[config.mk]
export PLATFORM = sky130hd
export DESIGN_NAME = gray_conv_arbiter
export DESIGN_NICKNAME = d
export VERILOG_FILES = /design/src/rtl/gray_conv_arbiter.sv
export SDC_FILE = /design/constraint.sdc
export NUM_CORES = 1
export LEC_CHECK = 0
export BUFFER_PORTS_ARGS = -buffer_cell sky130_fd_sc_hd__buf_4
export CAP_MARGIN = 10
export CELL_PAD_IN_SITES_DETAIL_PLACEMENT = 1
export CELL_PAD_IN_SITES_GLOBAL_PLACEMENT = 2
export CORE_MARGIN = 8
export CORE_UTILIZATION = 27
export DETAILED_ROUTE_END_ITERATION = 7
export PLACE_DENSITY_LB_ADDON = 0.1
export SLEW_MARGIN = 10
export SYNTH_ARGS = -nofsm -noshare
export SYNTH_HDL_FRONTEND = slang
export SYNTH_SLANG_ARGS = --single-unit
export TNS_END_PERCENT = 20
[constraint.sdc]
create_clock -name clk -period 1.55 [get_ports clk]
set_input_delay 0.0775 -clock clk [delete_from_list [all_inputs] [get_ports clk]]
set_output_delay 0.0775 -clock clk [all_outputs]
set_load 0.005 [all_outputs]
[src/rtl/gray_conv_arbiter.sv]
// Round-robin arbiter that shares one binary-to-Gray converter among NREQ requesters.
// The winner's Gray code and index are held in a single output register with a valid/ready handshake.
module gray_conv_arbiter #(
   parameter int NREQ = 4,
   parameter int W    = 4,
   parameter int IDW  = 2
) (
   input  logic              clk,
   input  logic              rst,
   input  logic [NREQ-1:0]   req,
   input  logic [NREQ*W-1:0] bin_in,
   output logic [NREQ-1:0]   gnt,
   output logic              out_valid,
   input  logic              out_ready,
   output logic [W-1:0]      gray_out,
   output logic [IDW-1:0]    out_id,
   output logic [7:0]        busy_cnt
);

   // Handshake: a word moves to the consumer on any edge where out_valid && out_ready.
   // A new word is captured whenever the slot is empty or is being drained in the same cycle.

   // Requester vectors are padded to a power of two so an IDW-bit index never goes out of range.
   localparam int NP = 1 << IDW;
   localparam int SW = IDW + 1;
   localparam logic [SW-1:0]  NREQ_S = SW'(NREQ);
   localparam logic [IDW-1:0] LAST_IDX = IDW'(NREQ - 1);

   logic [NP-1:0]  req_pad;
   logic [W-1:0]   bin_arr [NP];
   logic [NP-1:0]  gnt_pad;

   logic           out_valid_q, out_valid_d;
   logic [W-1:0]   gray_q, gray_d;
   logic [IDW-1:0] id_q, id_d;
   logic [IDW-1:0] rr_ptr_q, rr_ptr_d;
   logic [7:0]     busy_q, busy_d;

   logic           slot_free;
   logic           accept;
   logic           win_found;
   logic [IDW-1:0] win_idx;
   logic [SW-1:0]  cand;
   logic [W-1:0]   win_bin;

   assign req_pad = NP'(req);

   for (genvar g = 0; g < NP; g++) begin : g_bin
      if (g < NREQ) begin : g_real
         assign bin_arr[g] = bin_in[g*W +: W];
      end else begin : g_pad
         assign bin_arr[g] = '0;
      end
   end

   // Scan starting at rr_ptr with wrap; the first set request wins.
   always_comb begin
      win_found = 1'b0;
      win_idx   = '0;
      cand      = '0;
      for (int i = 0; i < NREQ; i++) begin
         cand = {1'b0, rr_ptr_q} + SW'(i);
         if (cand >= NREQ_S) begin
            cand = cand - NREQ_S;
         end
         if (!win_found && req_pad[cand[IDW-1:0]]) begin
            win_found = 1'b1;
            win_idx   = cand[IDW-1:0];
         end
      end
   end

   assign slot_free = !out_valid_q || out_ready;
   assign accept    = !rst && slot_free && win_found;
   assign win_bin   = bin_arr[win_idx];

   always_comb begin
      gnt_pad = '0;
      if (accept) begin
         gnt_pad = NP'(1) << win_idx;
      end
   end

   assign gnt = gnt_pad[NREQ-1:0];

   always_comb begin
      out_valid_d = out_valid_q;
      gray_d      = gray_q;
      id_d        = id_q;
      rr_ptr_d    = rr_ptr_q;
      busy_d      = busy_q;
      if (accept) begin
         out_valid_d = 1'b1;
         gray_d      = win_bin ^ (win_bin >> 1);
         id_d        = win_idx;
         rr_ptr_d    = (win_idx == LAST_IDX) ? '0 : win_idx + 1'b1;
      end else if (out_valid_q && out_ready) begin
         out_valid_d = 1'b0;
      end
      // Stall monitor: requests pending but nothing taken this cycle.
      if ((req != '0) && !accept && (busy_q != 8'hFF)) begin
         busy_d = busy_q + 8'd1;
      end
   end

   always_ff @(posedge clk) begin
      if (rst) begin
         out_valid_q <= 1'b0;
         gray_q      <= '0;
         id_q        <= '0;
         rr_ptr_q    <= '0;
         busy_q      <= '0;
      end else begin
         out_valid_q <= out_valid_d;
         gray_q      <= gray_d;
         id_q        <= id_d;
         rr_ptr_q    <= rr_ptr_d;
         busy_q      <= busy_d;
      end
   end

   assign out_valid = out_valid_q;
   assign gray_out  = gray_q;
   assign out_id    = id_q;
   assign busy_cnt  = busy_q;

endmodule

==> out/metrics.csv, run 1 <==
stage,metric,value,unit
logic_synthesis,count of cell types in the netlist,29,
grt,first-pass GRT wire length,5.74,mm
setup_path,critical path data required time,1.47,ns
sta,achievable frequency,0.579,GHz
clock_network,CTS tree,done,
run_status,status,"complete, but fails checks",
setup_path,CP Cell Sequence,buf_6 > and3_4 > nor3_4 > inv_2 > ha_4 > and2_4 > buf_6,
clock_network,"Reg clk slew, reported paths",0.07,ns
sta,RSZ-0062 raised after global routing,true,
floorplanning,Initial Utilization,27.9,%
grt,vias in the first global route,1197,
logic_synthesis,predominant post-synthesis flop cell,dfxtp_1,
pwr,internal power,0.987,mW
clock_network,CTS buffer count,3,
setup_path,"most used cell, CP",buf_6,
routing,Detailed Routing Iterations Pass 1,4,
pwr,Sw Share,32.3,%
placed_design,placed insts,217,
routing,Routed Antenna Nets,0,
sta,final cycle utilization of the critical path,111,%
layout,most frequent cells in the layout,"47 x buf_4, 13 x xor2_1, 13 x dfxtp_1, 11 x nor2_1",
pwr,P per Cell Area,845,nW/um2
logic_synthesis,syn nets,151,
pwr,clock share of power,24.5,%
clock_network,clock network latency to the later pin of the worst-skew pair,0.26,ns
sta,Setup Skew,0.00694,ns
logic_synthesis,ys async rst share,0,%
layout,Layout Nets,205,
floorplanning,I/O pin count,42,
setup_path,Startpoint Class,flop,
routing,final wirelength,3.53,mm
sta,measured slew at the worst slew-check pin,0.569,ns
logic_synthesis,Yosys reg bits,17,
setup_path,crit path kind,reg -> out,
floorplanning,Core Region,3970,um2
sta,Final Slew Violations,0,
logic_synthesis,yosys warns,0,
setup_path,crit path max fanout,4,
floorplanning,Die W,80.0,um
grt,total gr overflow,0,
clock_network,htree depth,1,
logic_synthesis,Syn Area/Cell,8.99,um2
grt,Tot GR Track Use,11.1,%
layout,layout cells sized above 1,47.7,%
placed_design,# port buffers,41,
grt,largest net degree at the start of global routing,22,
layout,Antenna Cells,0,
logic_synthesis,Post-synth EDFFs,0,
clock_network,Post-CTS Hold Fix Bufs,0,
setup_path,Setup crit end kind,output port,
sta,Relative slew margins,61.7,%
routing,Vias,1079,
pwr,Peak VDD IR,0.000313,V
placed_design,GP Congestion,0.789,
clock_network,TritonCTS Sinks,17,
clock_network,Max Root-Sink Buffers,2,
routing,DR vias/cell,4.77,
layout,area growth from synthesis to layout,56.2,%
layout,fillers,469,
sta,final setup vio count,7,
setup_path,"delay-heaviest family, CP",simple AND/OR/NAND/NOR gates,
sta,final setup margin,-0.176,ns
setup_path,Worst EP arrival,1.65,ns
placed_design,HPWL Detailed,2.61,mm
routing,DR iter-0 viols,27,
logic_synthesis,Post-Syn Instances,123,
run,Max-Cap Viols,0,
pwr,combinational share of power,39.2,%
layout,"commonest non-fill, non-tap cell in the layout",buf_4,
floorplanning,die area,6400,um2
pwr,Psw,0.472,mW
setup_path,biggest cell delay along the critical path,0.36,ns
sta,clock period minus worst slack,1.73,ns
setup_path,Crit-path slowest cell,dfxtp_4,
sta,final hold vios,0,
routing,Remaining DRCs,0,
layout,Layout Cells excl Fill,226,
routing,DR WL/cell,15.6,um
logic_synthesis,Post-Synthesis Cell Area,1110,um2
floorplanning,Die H,80.0,um
logic_synthesis,sequential area share after synthesis,30.8,%
clock_network,clk root buf,clkbuf_8,
grt,initial antenna violation count,0,
sta,Fin Setup TNS,-0.689,ns
pwr,P_leak,0.719,nW
run_status,failing checks,negative setup slack,
worst_hold_path,HP Class,in -> reg,
floorplanning,row cnt,23,
sta,Hold Slack,0.138,ns
setup_path,Buf/Inv on CP,3,
pwr,Seq pwr share,36.3,%
## power groups by stage
stage / Combinational (mW) / Clock, mW / Sequential [mW]
2_1_floorplan: 0.224 / 0 / 0.531
3_3_place_gp: 0.435 / 0 / 0.530
3_5_place_dp: 0.447 / 0 / 0.531
4_1_cts: 0.518 / 0.363 / 0.524
5_1_grt: 0.625 / 0.388 / 0.535
6_report: 0.573 / 0.357 / 0.529
## sequential cells by signal, summed over array words and instances, names as in the netlist
signal / cells
busy_cnt: 8
gray_out: 4
out_id: 2
rr_ptr_q: 2
out_valid: 1
## logic make-up (layout without fill, tap and decap cells)
group | after synthesis | in the layout | share of synthesized area [%]
xor gates and xnor gates | 16 | 16 | 12.7
buffers and inverters | 9 | 62 | 4.64
muxes | 10 | 10 | 9.05
DFF | 17 | 17 | 30.8
adders and majority gates | 5 | 5 | 5.66
and+or+nand+nor | 48 | 48 | 24.5
AOI/OAI and AO/OA | 18 | 18 | 12.7
## worst paths after layout
| path | endpoint | depth (start not counted) | from | slack [ns] |
|---|---|---|---|---|
| max | gnt[0] | 7 | rr_ptr_q[1] | -0.18 |
| min | gray_out[3] | 3 | bin_in[15] | 0.14 |
| max reg2reg | gray_out[1] | 7 | rr_ptr_q[1] | -0.03 |
| min reg2reg | out_id[0] | 2 | out_id[0] | 0.51 |
## metal layers
layer  vias up  routed length (um)  part of all wire (%)  GRT usage (%)
met2        25                1740                    49           18.8
met4         0                  40                   1.1           4.36
met5         -                   0                     0              0
met1       512                1530                    43           12.7
li1        540                   -                     -              -
met3         2                 216                   6.1           3.38
## metrics by stage
step / power (mW) / setup slack [ns] / utilization, % / area, um2
global placement: 0.965 / 0.0456 / 38.0 / 1510
CTS: 1.40 / -0.138 / 41.7 / 1660
floorplan: 0.754 / 0.141 / - / 1110
finish: 1.46 / -0.176 / 43.5 / 1730
global route: 1.55 / -0.222 / 43.5 / 1730
detailed placement: 0.977 / -0.0414 / 38.0 / 1510
## repair_timing
| action | in CTS | in global routing |
|---|---|---|
| resized for setup | 19 | 16 |
| setup buffers | 4 | 1 |
| pin swaps | 8 | 4 |
| setup endpoints to repair | 8 | 14 |
## final cells by class
cell class	instances	area (um2)	area share [%]
multi-input cells	97	821	47.5
inverters	5	18.8	1.09
well taps	50	62.6	3.62
clock inverters	1	7.51	0.434
flip-flops and latches	17	348	20.1
clock buffers	3	41.3	2.39
repair buffers	53	429	24.8
## worst min-delay path, cell delays in order
cell,delay [ns]
buf_4,0.09
mux2i_1,0.06
o221ai_1,0.13
## Yosys cell counts (4+ instances only)
cell,n,area (um2)
o221ai_1,4,35.0
ha_1,5,62.6
a21oi_1,5,25.0
xor2_1,13,114
nand3_1,4,20.0
nor2_1,11,41.3
mux2i_1,10,100
nand3b_1,7,52.6
o21ai_0,4,20.0
inv_1,5,18.8
and2_1,4,25.0
nand2_1,7,26.3
dfxtp_1,17,340
Power figures use the tool's default switching activity.
==> run 2: changes to the inputs <==
- ABC_AREA: unset -> 1
- CORE_UTILIZATION: 27 -> 25
==> out/metrics.csv, run 2 <==
stage,metric,value,unit,change
setup_path,Setup crit end kind,output port,,
setup_path,worst r2r path cells,19,,+12
floorplanning,Core Region,5140,um2,+29%
sta,final setup margin,-0.426,ns,-0.250 ns
setup_path,crit path max fanout,5,,+1
sta,final hold vios,0,,unchanged
grt,total gr overflow,0,,unchanged
clock_network,TritonCTS Sinks,17,,unchanged
sta,Relative slew margins,86.5,%,+25 points
logic_synthesis,Area contributors post-synth,"dfxtp_1 25%, nand2_1 24%, nand3_1 9.7%",,
floorplanning,row cnt,26,,+13%
grt,initial antenna violation count,0,,unchanged
sta,final setup vio count,10,,+3
clock_network,"Reg clk slew, reported paths",0.07,ns,about the same
routing,Detailed Routing Iterations Pass 1,4,,unchanged
floorplanning,I/O pin count,42,,unchanged
logic_synthesis,Post-Syn Instances,230,,+87%
run,Max-Cap Viols,0,,unchanged
pwr,Tot Pwr,2.48,mW,+70%
sta,RSZ-0062 raised after global routing,true,,
routing,DR vias/cell,4.47,,-6.4%
routing,Vias,1720,,+59%
grt,Tot GR Track Use,11.9,%,+0.79 points
placed_design,GP Congestion,0.763,,-3.2%
routing,DR iter-0 viols,30,,+11%
floorplanning,Die H,89.3,um,+12%
sta,clock period minus worst slack,1.98,ns,+0.250 ns
grt,first-pass GRT wire length,7.73,mm,+35%
clock_network,clk root buf,clkbuf_8,,
layout,layout cells sized above 1,47.0,%,-0.74 points
logic_synthesis,sequential area share after synthesis,25.3,%,-5.4 points
grt,vias in the first global route,1772,,+48%
setup_path,Critical Path Source,rr_ptr_q[0],,
layout,max reg flops,8,,unchanged
sta,Fin Setup TNS,-3.17,ns,-2.48 ns
routing,DR WL/cell,12.1,um,-23%
placed_design,HPWL Detailed,3.61,mm,+38%
logic_synthesis,ys async rst share,0,%,unchanged
layout,area growth from synthesis to layout,72.1,%,
logic_synthesis,commonest cells in the netlist,"87 x nand2_1, 34 x inv_1, 26 x nand3_1, 17 x dfxtp_1",,
sta,Setup Skew,0.000971,ns,-0.00597 ns
setup_path,Crit-path slowest cell,dfxtp_4,,
routing,Routed Antenna Nets,0,,unchanged
layout,"commonest non-fill, non-tap cell in the layout",buf_4,,
setup_path,Worst EP arrival,1.90,ns,+0.25 ns
layout,Layout Nets,344,,+68%
grt,largest net degree at the start of global routing,17,,-23%
setup_path,Startpoint Class,flop,,
logic_synthesis,Synth top area share,25.3,%,-5.4 points
pwr,P per Cell Area,1070,nW/um2,+27%
routing,final wirelength,4.66,mm,+32%
setup_path,crit path kind,reg -> out,,
worst_hold_path,HP Class,in -> reg,,
logic_synthesis,Yosys reg bits,17,,unchanged
clock_network,Max Root-Sink Buffers,2,,unchanged
setup_path,CP Cell Sequence,buf_6 > nand2_1 > nand2_2 > nand2_1 > nand2_1 > nand2_2 > nand2_2 > nand2_4 > nand3_4 > buf_6 > ha_4 > inv_1 > nor2_1 > buf_4,,
setup_path,critical path data required time,1.47,ns,about the same
run_status,failing checks,negative setup slack,,
layout,fillers,691,,+47%
logic_synthesis,yosys warns,0,,unchanged
clock_network,CTS tree,done,,
sta,Final Slew Violations,0,,unchanged
sta,final cycle utilization of the critical path,127,%,+16 points
clock_network,CTS buffer count,3,,unchanged
logic_synthesis,Post-synth EDFFs,0,,unchanged
floorplanning,Die W,89.3,um,+12%
pwr,Peak VDD IR,0.000573,V,+83%
placed_design,# port buffers,41,,unchanged
logic_synthesis,Syn Area/Cell,5.84,um2,-35%
layout,most frequent cells in the layout,"80 x buf_4, 64 x nand2_1, 32 x inv_1, 24 x nand2_2, 19 x nand3_1",,
layout,Antenna Cells,0,,unchanged
logic_synthesis,Post-Synthesis Cell Area,1340,um2,+21%
pwr,P_leak,1.20,nW,+67%
logic_synthesis,most frequent cell after synthesis,nand2_1,,
routing,Remaining DRCs,0,,unchanged
sta,achievable frequency,0.506,GHz,-13%
setup_path,r2r startpoint,rr_ptr_q[0],,
clock_network,clock network latency to the later pin of the worst-skew pair,0.26,ns,about the same
logic_synthesis,syn nets,258,,+71%
clock_network,htree depth,1,,unchanged
logic_synthesis,count of cell types in the netlist,21,,-28%
worst_hold_path,cell depth of the worst hold path,4,,+1
sta,measured slew at the worst slew-check pin,0.201,ns,-0.368 ns
logic_synthesis,predominant post-synthesis flop cell,dfxtp_1,,
setup_path,biggest cell delay along the critical path,0.38,ns,+0.02 ns
floorplanning,die area,7980,um2,+25%
run_status,status,"complete, but fails checks",,
logic_synthesis,"area leader, netlist",dfxtp_1,,
worst_hold_path,min-delay src,out_ready,,
floorplanning,Initial Utilization,26.1,%,-1.7 points
## run 2: cell types whose count changed after synthesis, moves of 10 or more
cell / delta
inv_1: +29
mux2i_1: -10
nand2_1: +80
nand3_1: +22
xor2_1: -13
## run 2: layout make-up
cell class / instances / area, um2 / share of cell area (%)
Clock inverter: 1 / 5.00 / 0.216
Multi-Input combinational cell: 169 / 1000 / 43.5
Sequential cell: 17 / 348 / 15.0
Timing Repair Buffer: 86 / 667 / 28.8
Clock buffer: 3 / 41.3 / 1.79
Tap cell: 70 / 87.6 / 3.79
Inverter: 39 / 159 / 6.87
## run 2: repair_timing
item	4_1_cts	5_1_grt
resized for setup	42	20
hold buffers	1	0
setup buffers	6	1
endpoints found under the hold margin	1	0
pin swaps	19	9
setup endpoints to repair	15	19
## run 2: cells by family after synthesis
family	Yosys count	synth area share, %
AND/OR/NAND/NOR	139	46.7
AO/OA/AOI/OAI	25	9.59
buffers and inverters	44	13.7
flip-flops	17	25.3
adder cells (fa/ha/maj)	5	4.66
## run 2: final timing paths
path                      end  slack (ns)
setup / recovery       gnt[2]       -0.43
hold reg to reg   gray_out[3]        0.48
hold / removal      out_valid        0.16
setup reg to reg  gray_out[0]       -0.37
## run 2: through the flow
| step | utilization, % | setup WS [ns] | instance area (um2) | cells | hold slack (ns) |
|---|---|---|---|---|---|
| 2_1_floorplan | - | -0.0998 | 1360 | 230 | 0.139 |
| 3_3_place_gp | 38.9 | -0.349 | 2000 | 373 | 0.243 |
| 3_5_place_dp | 38.9 | -0.357 | 2000 | 373 | 0.240 |
| 4_1_cts | 44.0 | -0.440 | 2260 | 384 | 0.166 |
| 5_1_grt | 45.0 | -0.556 | 2310 | 385 | 0.216 |
| 6_report | 45.0 | -0.426 | 2310 | 385 | 0.158 |
## run 2: metal layers
layer | wire (um) | GRT usage [%]
met1 | 2170 | 15.2
met2 | 2300 | 20.3
met3 | 146 | 1.65
met4 | 40 | 3.17
met5 | 0 | 0
## run 2: critical path: cells and delay by family (launching register included)
kind | cells | cell delay [ns]
adder cells (fa/ha/maj) | 1 | 0.15
flip-flops | 1 | 0.38
buffers and inverters | 4 | 0.47
AND/OR/NAND/NOR | 9 | 0.63
## run 2: power by group
group / internal, mW / switching, mW
Sequential: 0.509 / 0.0523
Clock: 0.179 / 0.171
Combinational: 0.734 / 0.835
Total: 1.42 / 1.06
==> run 3: changes to the inputs <==
- CORE_ASPECT_RATIO: unset -> 0.7
- REMOVE_ABC_BUFFERS: unset -> 1
==> out/metrics.csv, run 3 (same netlist as run 2, synthesis figures left out) <==
stage,metric,value,unit,change
run_status,status,"complete, but fails checks",,
run_status,failing checks,negative setup slack,,
routing,DR iter-0 viols,26,,-13%
layout,Layout Nets,342,,-0.58%
layout,area growth from synthesis to layout,81.3,%,
worst_hold_path,HP Class,in -> reg,,
grt,initial antenna violation count,0,,unchanged
setup_path,Setup crit end kind,output port,,
routing,Detailed Routing Iterations Pass 1,4,,unchanged
floorplanning,row cnt,22,,-15%
placed_design,GP Congestion,0.739,,-3.2%
layout,most frequent cells in the layout,"75 x buf_4, 49 x nand2_1, 32 x nand2_2, 28 x inv_1",,
setup_path,Worst EP arrival,1.89,ns,about the same
sta,final setup margin,-0.413,ns,+0.0123 ns
pwr,P per Cell Area,1080,nW/um2,+0.78%
setup_path,biggest cell delay along the critical path,0.38,ns,about the same
floorplanning,Die H,77.3,um,-13%
placed_design,DP Area,1960,um2,-1.6%
grt,largest net degree at the start of global routing,17,,unchanged
setup_path,crit path kind,reg -> out,,
pwr,Tot Pwr,2.63,mW,+6.2%
placed_design,pre-CTS WS,-0.437,ns,-0.0801 ns
grt,vias in the first global route,1736,,-2.0%
floorplanning,Die W,104,um,+16%
sta,achievable frequency,0.509,GHz,+0.62%
sta,final setup vio count,11,,+1
floorplanning,Core Region,5200,um2,+1.2%
layout,Final Core Density,46.8,%,+1.8 points
layout,max reg flops,8,,unchanged
clock_network,TritonCTS Sinks,17,,unchanged
clock_network,clock network latency to the later pin of the worst-skew pair,0.25,ns,about the same
sta,Relative slew margins,84.9,%,-1.6 points
routing,Routed Antenna Nets,0,,unchanged
sta,Setup Skew,0.00269,ns,+0.00171 ns
floorplanning,I/O pin count,42,,unchanged
grt,first-pass GRT wire length,7.83,mm,+1.3%
grt,Tot GR Track Use,11.5,%,-0.38 points
grt,total gr overflow,0,,unchanged
sta,measured slew at the worst slew-check pin,0.226,ns,+0.0253 ns
clock_network,clk root buf,clkbuf_8,,
clock_network,htree depth,1,,unchanged
setup_path,Crit-path slowest cell,dfxtp_4,,
clock_network,CTS tree,done,,
routing,DR vias/cell,4.30,,-3.7%
setup_path,crit path max fanout,6,,+1
setup_path,worst r2r path cells,18,,-1
pwr,Peak VDD IR,0.000338,V,-41%
pwr,P_leak,1.24,nW,+3.5%
setup_path,CP Cell Sequence,buf_6 > nand2_4 > nand2_4 > nand2_4 > nand2_4 > nor2_4 > nand4_1 > nand2_4 > buf_6 > ha_4 > inv_2 > nor2_1 > buf_4,,
placed_design,HPWL Detailed,3.65,mm,+1.2%
routing,final wirelength,4.79,mm,+2.9%
routing,Vias,1657,,-3.7%
setup_path,Startpoint Class,flop,,
sta,clock period minus worst slack,1.96,ns,-0.0123 ns
run,Max-Cap Viols,0,,unchanged
placed_design,# port buffers,41,,unchanged
floorplanning,Initial Utilization,25.8,%,-0.31 points
sta,final hold vios,0,,unchanged
clock_network,"Reg clk slew, reported paths",0.06,ns,about the same
sta,Final Slew Violations,0,,unchanged
layout,fin area,2440,um2,+5.4%
layout,Antenna Cells,0,,unchanged
routing,DR WL/cell,12.4,um,+2.9%
routing,Remaining DRCs,0,,unchanged
clock_network,Max Root-Sink Buffers,2,,unchanged
floorplanning,die area,8010,um2,+0.47%
layout,layout cells sized above 1,54.3,%,+7.3 points
setup_path,critical path data required time,1.47,ns,about the same
sta,RSZ-0062 raised after global routing,true,,
layout,"commonest non-fill, non-tap cell in the layout",buf_4,,
setup_path,"most used cell, CP",nand2_4,,
clock_network,CTS buffer count,3,,unchanged
worst_hold_path,cell depth of the worst hold path,4,,unchanged
sta,final cycle utilization of the critical path,127,%,-0.79 points
-- run 3: changes by cell type in the layout (fill, tap and decap cells not counted), sizes merged --
cell    before  now
clkinv       1    0
buf         85   83
clkbuf       3    4
-- run 3: worst max-delay path: cells and delay by family (launching register included) --
family | cells | cell delay [ns]
buffers and inverters | 4 | 0.41
adder cells (fa/ha/maj) | 1 | 0.12
flip-flops | 1 | 0.38
AND/OR/NAND/NOR | 8 | 0.74
-- run 3: area by class of cell --
class	instances	area [um2]
Timing Repair Buffer	84	676
Clock buffer	4	45.0
Inverter	39	164
Sequential cell	17	350
Multi-Input combinational cell	169	1110
Fill cell	666	2770
Tap cell	72	90.1
-- run 3: repair_timing --
action / in CTS / in global routing
gates resized for setup: 56 / 48
hold endpoints to repair: 1 / 0
buffers inserted: 9 / 1
pin swaps: 22 / 32
setup endpoints to repair: 19 / 19
hold buffers: 1 / 0
-- run 3: final timing paths --
check        slack, ns        start     endpoint
min               0.18    out_ready    out_valid
max              -0.41  rr_ptr_q[0]       gnt[0]
max reg2reg      -0.36  rr_ptr_q[0]  gray_out[0]
min reg2reg       0.47  gray_out[2]  gray_out[2]
-- run 3: layer usage --
metal  wire [um]  vias to the layer above  global-route usage [%]
li1            -                      883                       -
met1        2370                      746                    14.9
met2        2220                       26                    19.4
met3         169                        2                    2.72
met4          21                        0                    1.75
met5           0                        -                       0
-- run 3: power breakdown --
part	total (mW)	switching (mW)	internal, mW
Clock	0.325	0.143	0.182
Combinational	1.74	0.932	0.812
Sequential	0.565	0.0547	0.510
Total	2.63	1.13	1.50
-- run 3: stage by stage --
stage / cells / hold WS, ns / TNS (ns)
2_1_floorplan: 225 / 0.147 / -3.50
3_3_place_gp: 371 / 0.270 / -2.93
3_5_place_dp: 371 / 0.258 / -3.89
4_1_cts: 385 / 0.175 / -3.57
5_1_grt: 385 / 0.242 / -4.91
6_report: 385 / 0.181 / -3.08
